==> src/rtl/ofm_drain_if.sv <==
`default_nettype none
// ============================================================================
// Interface : ofm_drain_if
// Brief     : Column-stream bus from the OFM drain controller to the OFM
//             buffer writer (valid/ready with column index and last flag).
// Revision  : 1.0 - initial release
// ============================================================================
interface ofm_drain_if #(
  parameter int DATA_WIDTH    = 8,
  parameter int SYSTOLIC_SIZE = 16
);
  localparam int LANE_W = 2 * DATA_WIDTH;
  localparam int COL_W  = (SYSTOLIC_SIZE > 1) ? $clog2(SYSTOLIC_SIZE) : 1;

  logic                              ofm_valid;
  logic                              ofm_ready;
  logic [SYSTOLIC_SIZE*LANE_W-1:0]   ofm_data;
  logic [COL_W-1:0]                  ofm_col;
  logic                              ofm_last;

  // Drain controller side: produces columns
  modport master (
    output ofm_valid,
    output ofm_data,
    output ofm_col,
    output ofm_last,
    input  ofm_ready
  );

  // Buffer writer side: consumes columns
  modport slave (
    input  ofm_valid,
    input  ofm_data,
    input  ofm_col,
    input  ofm_last,
    output ofm_ready
  );
endinterface
`default_nettype wire

==> src/rtl/ofm_drain.sv <==
`default_nettype none
// ============================================================================
// Module   : ofm_drain
// Brief    : Drain controller for the output-stationary PE array. Shifts one
//            tile out of the array, captures the columns into a tile-deep
//            FIFO, clears the accumulators and streams the columns out.
// Revision : 1.0 - initial release
// ============================================================================
module ofm_drain #(
  parameter int DATA_WIDTH    = 8,
  parameter int SYSTOLIC_SIZE = 16,
  parameter int CAP_LAT       = 1,
  parameter int RELU_EN       = 0
) (
  input  logic                                 clk,
  input  logic                                 rst_n,
  input  logic                                 start_drain,
  input  logic [SYSTOLIC_SIZE*2*DATA_WIDTH-1:0] ofm_in,
  output logic                                 write_out_en,
  output logic                                 reset_pe,
  output logic                                 busy,
  output logic                                 done,
  ofm_drain_if.master                          ofm
);

  localparam int LANE_W = 2 * DATA_WIDTH;
  localparam int WORD_W = SYSTOLIC_SIZE * LANE_W;
  localparam int COL_W  = (SYSTOLIC_SIZE > 1) ? $clog2(SYSTOLIC_SIZE) : 1;
  localparam int CNT_W  = $clog2(SYSTOLIC_SIZE + 1);
  localparam int LAT_W  = (CAP_LAT > 1) ? $clog2(CAP_LAT) : 1;

  localparam logic [COL_W-1:0] LAST_COL = COL_W'(SYSTOLIC_SIZE - 1);
  localparam logic [LAT_W-1:0] LAST_LAT = LAT_W'(CAP_LAT - 1);

  localparam logic [1:0] S_IDLE  = 2'd0;
  localparam logic [1:0] S_SHIFT = 2'd1;
  localparam logic [1:0] S_FLUSH = 2'd2;
  localparam logic [1:0] S_CLEAR = 2'd3;

  logic [1:0]         state_q,     state_d;
  logic [COL_W-1:0]   shift_cnt_q, shift_cnt_d;
  logic [LAT_W-1:0]   flush_cnt_q, flush_cnt_d;
  logic [CAP_LAT-1:0] cap_dly_q,   cap_dly_d;
  logic [COL_W-1:0]   wr_ptr_q,    wr_ptr_d;
  logic [COL_W-1:0]   rd_ptr_q,    rd_ptr_d;
  logic [CNT_W-1:0]   count_q,     count_d;
  logic               done_pend_q, done_pend_d;

  logic [WORD_W-1:0]  mem_q [SYSTOLIC_SIZE];

  logic               fifo_empty;
  logic               push;
  logic               pop;
  logic [WORD_W-1:0]  head;
  logic [WORD_W-1:0]  head_act;

  function automatic logic [COL_W-1:0] ptr_inc(input logic [COL_W-1:0] p);
    return (p == LAST_COL) ? '0 : p + 1'b1;
  endfunction

  assign fifo_empty = (count_q == '0);
  assign push       = cap_dly_q[CAP_LAT-1];
  assign pop        = ofm.ofm_valid && ofm.ofm_ready;

  // State, counters, capture delay line and FIFO bookkeeping registers
  always_ff @(posedge clk or negedge rst_n) begin
    if (!rst_n) begin
      state_q     <= S_IDLE;
      shift_cnt_q <= '0;
      flush_cnt_q <= '0;
      cap_dly_q   <= '0;
      wr_ptr_q    <= '0;
      rd_ptr_q    <= '0;
      count_q     <= '0;
      done_pend_q <= 1'b0;
    end else begin
      state_q     <= state_d;
      shift_cnt_q <= shift_cnt_d;
      flush_cnt_q <= flush_cnt_d;
      cap_dly_q   <= cap_dly_d;
      wr_ptr_q    <= wr_ptr_d;
      rd_ptr_q    <= rd_ptr_d;
      count_q     <= count_d;
      done_pend_q <= done_pend_d;
    end
  end

  // Next-state: a drain only starts from IDLE with an empty FIFO, so a whole
  // tile always fits and the array never needs stalling
  always_comb begin
    state_d     = state_q;
    shift_cnt_d = shift_cnt_q;
    flush_cnt_d = flush_cnt_q;
    case (state_q)
      S_IDLE: begin
        if (start_drain && fifo_empty) begin
          state_d     = S_SHIFT;
          shift_cnt_d = '0;
        end
      end
      S_SHIFT: begin
        if (shift_cnt_q == LAST_COL) begin
          state_d     = S_FLUSH;
          flush_cnt_d = '0;
        end else begin
          shift_cnt_d = shift_cnt_q + 1'b1;
        end
      end
      S_FLUSH: begin
        if (flush_cnt_q == LAST_LAT) begin
          state_d = S_CLEAR;
        end else begin
          flush_cnt_d = flush_cnt_q + 1'b1;
        end
      end
      S_CLEAR: state_d = S_IDLE;
      default: state_d = S_IDLE;
    endcase
  end

  // FSM outputs; done waits for IDLE so a fast downstream cannot see it
  // before the accumulators have been cleared
  always_comb begin
    write_out_en = (state_q == S_SHIFT);
    reset_pe     = (state_q == S_CLEAR);
    busy         = (state_q != S_IDLE) || !fifo_empty;
    done         = done_pend_q && (state_q == S_IDLE);
  end

  // Capture-valid delay line mirrors the array's write_out_en-to-ofm_out latency
  always_comb begin
    cap_dly_d    = '0;
    cap_dly_d[0] = write_out_en;
    for (int i = 1; i < CAP_LAT; i++) begin
      cap_dly_d[i] = cap_dly_q[i-1];
    end
  end

  // FIFO pointers, occupancy and the pending-done flag
  always_comb begin
    wr_ptr_d    = push ? ptr_inc(wr_ptr_q) : wr_ptr_q;
    rd_ptr_d    = pop  ? ptr_inc(rd_ptr_q) : rd_ptr_q;
    count_d     = count_q;
    if (push && !pop) begin
      count_d = count_q + 1'b1;
    end else if (!push && pop) begin
      count_d = count_q - 1'b1;
    end
    done_pend_d = done_pend_q;
    if (pop && (rd_ptr_q == LAST_COL)) begin
      done_pend_d = 1'b1;
    end else if (done) begin
      done_pend_d = 1'b0;
    end
  end

  // Column storage; contents are only observable while the FIFO is non-empty
  always_ff @(posedge clk) begin
    if (push) begin
      mem_q[wr_ptr_q] <= ofm_in;
    end
  end

  assign head = mem_q[rd_ptr_q];

  // Optional ReLU on each lane at the FIFO output
  for (genvar r = 0; r < SYSTOLIC_SIZE; r++) begin : g_lane
    logic [LANE_W-1:0] lane;
    assign lane = head[r*LANE_W +: LANE_W];
    if (RELU_EN != 0) begin : g_relu
      assign head_act[r*LANE_W +: LANE_W] = lane[LANE_W-1] ? '0 : lane;
    end else begin : g_pass
      assign head_act[r*LANE_W +: LANE_W] = lane;
    end
  end

  // Every drain starts with both pointers equal and pushes exactly one tile,
  // so the read pointer is the column index of the head word
  assign ofm.ofm_valid = !fifo_empty;
  assign ofm.ofm_data  = fifo_empty ? '0 : head_act;
  assign ofm.ofm_col   = fifo_empty ? '0 : rd_ptr_q;
  assign ofm.ofm_last  = !fifo_empty && (rd_ptr_q == LAST_COL);

endmodule
`default_nettype wire

==> src/flat_wrapper.sv <==
// flat-port wrapper written by rule: the top's interface ports become plain ports
module ofm_drain_flat 
#(
  parameter int DATA_WIDTH    = 8,
  parameter int SYSTOLIC_SIZE = 16,
  parameter int CAP_LAT       = 1,
  parameter int RELU_EN       = 0
)
  (clk, rst_n, start_drain, ofm_in, write_out_en, reset_pe, busy, done, ofm_ofm_valid, ofm_ofm_data, ofm_ofm_col, ofm_ofm_last, ofm_ofm_ready);
  ofm_drain_if #(.DATA_WIDTH(DATA_WIDTH), .SYSTOLIC_SIZE(SYSTOLIC_SIZE)) ofm_i ();
  input  logic clk;
  input  logic rst_n;
  input  logic start_drain;
  input  logic [SYSTOLIC_SIZE*2*DATA_WIDTH-1:0] ofm_in;
  output logic write_out_en;
  output logic reset_pe;
  output logic busy;
  output logic done;
  output wire logic [$bits(ofm_i.ofm_valid)-1:0] ofm_ofm_valid;
  output wire logic [$bits(ofm_i.ofm_data)-1:0] ofm_ofm_data;
  output wire logic [$bits(ofm_i.ofm_col)-1:0] ofm_ofm_col;
  output wire logic [$bits(ofm_i.ofm_last)-1:0] ofm_ofm_last;
  input wire logic [$bits(ofm_i.ofm_ready)-1:0] ofm_ofm_ready;
  assign ofm_ofm_valid = ofm_i.ofm_valid;
  assign ofm_ofm_data = ofm_i.ofm_data;
  assign ofm_ofm_col = ofm_i.ofm_col;
  assign ofm_ofm_last = ofm_i.ofm_last;
  assign ofm_i.ofm_ready = ofm_ofm_ready;
  ofm_drain #(.DATA_WIDTH(DATA_WIDTH), .SYSTOLIC_SIZE(SYSTOLIC_SIZE), .CAP_LAT(CAP_LAT), .RELU_EN(RELU_EN)) u_core (.clk(clk), .rst_n(rst_n), .start_drain(start_drain), .ofm_in(ofm_in), .write_out_en(write_out_en), .reset_pe(reset_pe), .busy(busy), .done(done), .ofm(ofm_i));
endmodule
==> config.mk <==
export PLATFORM = sky130hd
export DESIGN_NAME = ofm_drain_flat
export DESIGN_NICKNAME = d
export VERILOG_FILES = /design/src/rtl/ofm_drain_if.sv /design/src/rtl/ofm_drain.sv /design/src/flat_wrapper.sv
export SDC_FILE = /design/constraint.sdc
export NUM_CORES = 2
export LEC_CHECK = 0
export BUFFER_PORTS_ARGS = -buffer_cell sky130_fd_sc_hd__buf_2
export CAP_MARGIN = 20
export CORE_MARGIN = 5
export CORE_UTILIZATION = 64
export CTS_BUF_LIST = sky130_fd_sc_hd__clkbuf_4 sky130_fd_sc_hd__clkbuf_8
export DETAILED_ROUTE_END_ITERATION = 16
export PLACE_DENSITY = 0.79
export SYNTH_ARGS = -nofsm -noshare
export SYNTH_HDL_FRONTEND = slang
export SYNTH_SLANG_ARGS = --single-unit
==> constraint.sdc <==
create_clock -name clk -period 21.7 [get_ports clk]
set_input_delay 1.085 -clock clk [delete_from_list [all_inputs] [get_ports clk]]
set_output_delay 1.085 -clock clk [all_outputs]
set_load 0.005 [all_outputs]
Yosys cells after proc, flatten, opt, wreduce, memory -nomap -nowiden
Memory sizes are Yosys's and may differ from the RTL's.
Cells that the tools add are included.
{"block": "word_totals", "output_inout_bits": 266, "ff_bits": 22, "memories": 1, "elab_cells": 66, "input_bits": 260, "mem_bits_rw": 4096}
{"block": "op_classes", "n_eq_ne": 10, "n_addsub": 6, "n_reduce_logical": 21, "n_mux": 20}
{"name": "u_core.mem_q", "words": 16, "word_bits": 256, "rd": 1, "rd_ports_with_merged_regs": 0, "write_ports": 1, "line_no": "ofm_drain.sv:49", "rtl": "logic [WORD_W-1:0] mem_q [SYSTOLIC_SIZE];"}
{"op": "$mux 256", "count": 1}
{"op": "$mux 4", "count": 5}
{"op": "$add 4x1->4 const B", "count": 3}
{"op": "$eq 4x4->1 const B", "count": 3}
{"op": "$mux 5", "count": 2}
{"op": "$reduce_bool 2->1", "count": 5}
{"op": "$pmux 2 s4", "count": 1}
{"op": "$pmux 4 s2", "count": 1}
{"op": "$logic_and 1x1->1", "count": 7}
{"op": "$mux 1", "count": 6}
{"op": "$mux 2", "count": 3}
{"op": "$ne 2x2->1 const B", "count": 3}
{"op": "$reduce_and 3->1", "count": 2}
{"op": "$add 5x1->5 const B", "count": 1}
{"op": "$logic_not 5->1", "count": 1}
{"op": "$sub 5x1->5 const B", "count": 1}
{"op": "$eq 2x2->1 const B", "count": 2}
{"op": "$logic_not 1->1", "count": 3}
{"op": "$eq 2x1->1 const B", "count": 1}
{"op": "$logic_not 2->1", "count": 1}
{"op": "$ne 2x1->1 const B", "count": 1}
{"op": "$pmux 1 s2", "count": 1}
{"op": "$reduce_and 2->1", "count": 1}
{"op": "$add 1x1->1 const B", "count": 1}
{"op": "$logic_or 1x1->1", "count": 1}

Logic depth before layout (Yosys ltp)
{"block": "logic_depth", "depth_word": 6, "mapped_depth": 11, "depth_no_buf": 11}

Worst setup path after synthesis
OpenSTA, ideal clock, no wires.
{"block": "synth_timing", "path_kind": "reg2reg", "start": "register u_core.cap_dly_q", "end": "memory u_core.mem_q[3][0] in the netlist's numbering (enable)", "period_less_slack_ns": 19.157, "setup_time_ns": 1.186, "n_path_buf": 1, "required_ns": 20.514, "setup_slack_ns": 2.543, "t_arrival_ns": 17.971, "path_stages_with_launch": 4, "path_cell_list": "dfrtp_1 > clkbuf_1 > nand2_1 > nor3_1"}
{"block": "synth_via", "elab_chain_len": 2}
{"item": "start: declaration", "line_no": "ofm_drain.sv:43", "rtl": "logic [CAP_LAT-1:0] cap_dly_q, cap_dly_d;"}
{"item": "start signal: assignment", "line_no": "ofm_drain.sv:80", "rtl": "cap_dly_q <= cap_dly_d;"}
{"item": "$mux 1", "line_no": "ofm_drain.sv:159", "rtl": "if (push) begin"}
{"item": "$mux 1 (not written as such)", "line_no": "ofm_drain.sv:160", "rtl": "mem_q[wr_ptr_q] <= ofm_in;"}
{"item": "end: declaration", "line_no": "ofm_drain.sv:49"}
No other way between the ends.

Worst setup path in the final report
{"block": "layout_timing", "start": "register u_core.rd_ptr_q[0]", "end": "output ofm_ofm_data[94]"}
{"block": "layout_via", "elab_chain_len": 2}
{"item": "start: declaration", "line_no": "ofm_drain.sv:45", "rtl": "logic [COL_W-1:0] rd_ptr_q, rd_ptr_d;"}
{"item": "start signal: assignment", "line_no": "ofm_drain.sv:82", "rtl": "rd_ptr_q <= rd_ptr_d;"}
{"item": "$mem_v2 16x256"}
{"item": "$mux 256", "line_no": "ofm_drain.sv:180", "rtl": "assign ofm.ofm_data = fifo_empty ? '0 : head_act;"}
{"item": "end: declaration", "line_no": "flat_wrapper.sv:20", "rtl": "output wire logic [$bits(ofm_i.ofm_data)-1:0] ofm_ofm_data;"}
No other way between the ends.

==> flow_summary_export.csv <==
group,metric,value,unit
floorplan,dieWidth,504,um
final_layout,fill_cells,13163,
global_route,grt_max_degree,160,
clocking,root_buffer,"clkbuf_8",
setup_path,crit_type,"reg2out",
global_route,grt_pass1_wl,513000,um
run_status,status,"finished clean",
global_route,grt_pass1_vias,76630,
clocking,insertion_delay,1.20,ns
synthesis,synth_largest_area_cell,"edfxtp_1",
synthesis,syn_avg_cell_area,24.0,um^2
worst_hold_path,hp-class,"in2reg",
sta,hold_viol,0,
floorplan,io_pins,526,
global_route,track_usage,28.0,%
clocking,htree_levels,6,
final_layout,seq_area,124000,um^2
power,combPwrFrac,29.1,%
sta,rsz0062_at_grt,"false",
synthesis,syn_area,156000,um^2
power,powerDensity,126,nW/um^2
synthesis,yosysUniqueCellTypes,50,
route,antenna_left,0,
route,wl_per_cell,31.6,um
floorplan,rows,181,
final_layout,area_growth,11.6,%
run,drv_cap,0,
floorplan,core,243000,um^2
global_route,antenna_found_initial,117,
sta,setup-tns-final,0,ns
route,drt_wl_total,353000,um
placed_design,portBuffers,525,
synthesis,synth.top_cell.area_share,78.9,%
power,peakVddDrop,0.123,mV
setup_path,arrival,6.79,ns
route,vias,74350,
setup_path,worstSetupEndpointType,"output port",
synthesis,synth.yosys.warnings,0,
power,p_sw_share,30.1,%
clocking,clockBufferDepth,4,
global_route,grt_overflow_total,0,
power,p_clk_share,27.6,%
synthesis,synthCells,6486,
route,drcViolationCount,0,
placed_design,place_inst,9996,
clocking,postCtsSetupRepairBufs,0,
synthesis,ys_seq_elements,4117,
sta,slew_violations,0,
synthesis,synthesis.nets,6762,
clocking,cts_tree,"yes",
final_layout,final_core_util,71.6,%
placed_design,dpl-instance-area,162000,um^2
placed_design,place_hpwl,181000,um
synthesis,yosys-top-cells-area,"edfxtp_1 79%, mux4_2 15%, mux2i_1 1.7%",
sta,min_period,7.87,ns
final_layout,drive_gt1_share,34.8,%
synthesis,ys_seq_area_share,79.2,%
clocking,cts_buffers,638,
route,drtIter0Drc,9886,
setup_path,critical_path.max_fanout,50,
clocking,cts.sinks,4117,
route,first_pass_iters,6,
synthesis,ys.flop_type,"edfxtp_1",
sta,maxSlewHeadroom,20.8,%
clocking,clkSlewWorstSetupHoldPaths,0.07,ns
power,cellLeakagePower,0.0557,uW
floorplan,die_area,254000,um^2
setup_path,crit_required,20.61,ns
sta,tightest_slew,1.19,ns
route,vias_per_cell,6.65,
sta,setup_violations,0,
synthesis,async_flop_share,0.510,%
power,seqPwrFrac,43.3,%
placed_design,gp_congestion,0.765,
synthesis,synth_enable_flop_cells,4096,
final_layout,finish.instance_area,174000,um^2
final_layout,multiInputGateArea,30500,um^2
final_layout,fin_cells,11178,
setup_path,start_kind,"flip-flop",
floorplan,die_h,504,um
power,cell_internal_pwr,15300,uW
power,power_switching,6600,uW
sta,clock_skew,0.113,ns
floorplan,initial_core_util,64.2,%
sta,period_share,36.3,%
sta,fmax,127,MHz
final_layout,fin_nets,7714,
==> registers in the layout, indices dropped and copies added, names as in the netlist <==
signal,cells
u_core.mem_q,4096
u_core.count_q,5
u_core.rd_ptr_q,4
u_core.shift_cnt_q,4
u_core.wr_ptr_q,4
u_core.state_q,2
u_core.cap_dly_q,1
u_core.done_pend_q,1
==> synth_stat cells, types with 17 or more instances <==
library cell  number
buf_6             31
edfxtp_1        4096
a21oi_1           83
buf_2            135
mux4_2          1024
nor2_1            17
a22oi_1          180
buf_1             22
dfrtp_1           21
o21ai_1          198
mux2_2            79
o21ai_0           63
mux2i_1          258
buf_4             70
clkbuf_1          91
nand2_1           19
==> cells by family after synthesis <==
group | count (synthesis) | synth area share [%]
mux | 1361 | 17.0
compound gates | 541 | 2.06
fa+ha+maj | 16 | 0.133
simple gates | 76 | 0.249
flops | 4117 | 79.2
buf+inv | 369 | 1.32
xor+xnor | 6 | 0.0337
==> stage by stage <==
| stage | setup slack [ns] | hold WS [ns] | total power, uW |
|---|---|---|---|
| CTS | 13.51 | 0.139 | 22100 |
| floorplan | 2.54 | 0.499 | 14100 |
| finish | 13.83 | 0.261 | 21900 |
| detailed placement | 14.75 | 0.536 | 16000 |
| global placement | 14.79 | 0.516 | 15900 |
| global route | 13.11 | 0.192 | 22900 |
==> worst paths after layout <==
check / from / end / depth (start not counted) / slack, ns
worst max-delay path: u_core.rd_ptr_q[0]$_DFFE_PN0P_ / ofm_ofm_data[94] / 8 / 13.83
worst min-delay path: ofm_in[17] / u_core.mem_q[0][17]$_DFFE_PP_ / 1 / 0.26
worst max register to register: u_core.wr_ptr_q[1]$_DFFE_PN0P_ / u_core.mem_q[13][172]$_DFFE_PP_ / 8 / 17.02
worst min register to register: u_core.done_pend_q$_DFFE_PN0P_ / u_core.done_pend_q$_DFFE_PN0P_ / 2 / 0.54
max in group asynchronous: rst_n / u_core.rd_ptr_q[3]$_DFFE_PN0P_ / 2 / 20.77
min in group asynchronous: rst_n / u_core.state_q[0]$_DFFE_PN0P_ / 2 / 0.49
==> what timing repair did <==
action                                 4_1_cts  5_1_grt
hold buffers                                 1        0
endpoints found under the hold margin       21        0
gates resized for setup                      0        0
==> critical path, stage by stage, from the launching register on <==
cell and delay [ns]:
dfrtp_4 1.06, buf_4 0.81, buf_4 0.70, buf_4 0.80, buf_4 0.88, mux4_2 0.60
a22oi_1 0.21, o21ai_1 0.23, buf_2 0.23
==> placed cells by master, fill, tap and decap left out, drive strengths merged, types with 2 or more instances in the layout <==
cell type,instances
nand2,19
mux2i,258
and3,4
edfxtp,4096
mux2,79
clkbuf,873
or3,2
nor2,18
o21ai,261
o2111ai,3
buf,668
ha,15
and2,5
bufinv,4
mux4,1024
o311ai,2
nor3,3
xnor2,5
nand2b,7
clkinvlp,10
inv,28
a21oi,84
nand4b,2
dfrtp,21
a211oi,2
a22oi,180
clkinv,184
diode,91
nand3,10
==> power groups by stage <==
stage / Sequential [uW] / Clock (uW) / Combinational [uW]
CTS: 9490 / 6140 / 6420
global placement: 9620 / 0 / 6300
finish: 9500 / 6050 / 6380
floorplan: 9780 / 0 / 4330
global route: 9520 / 6550 / 6790
detailed placement: 9660 / 0 / 6390
==> per-layer routing <==
layer / vias to the layer above / wire [um] / global-route usage (%)
li1: 30002 / - / -
met1: 39190 / 129000 / 38.8
met2: 4447 / 174000 / 44.2
met3: 673 / 38500 / 7.36
met4: 38 / 11800 / 10.2
met5: - / 247 / 0
==> layout make-up <==
| class | count | share of cell area [%] |
|---|---|---|
| clock buffer | 873 | 6.11 |
| multi-input combinational | 2000 | 17.5 |
| timing repair buffer | 669 | 2.28 |
| tap | 3202 | 2.30 |
| clock inverter | 214 | 0.654 |
| sequential | 4117 | 71.0 |
| inverter | 12 | 0.0266 |
| antenna | 91 | 0.131 |
Note: power is estimated with default switching activity, not from simulation.
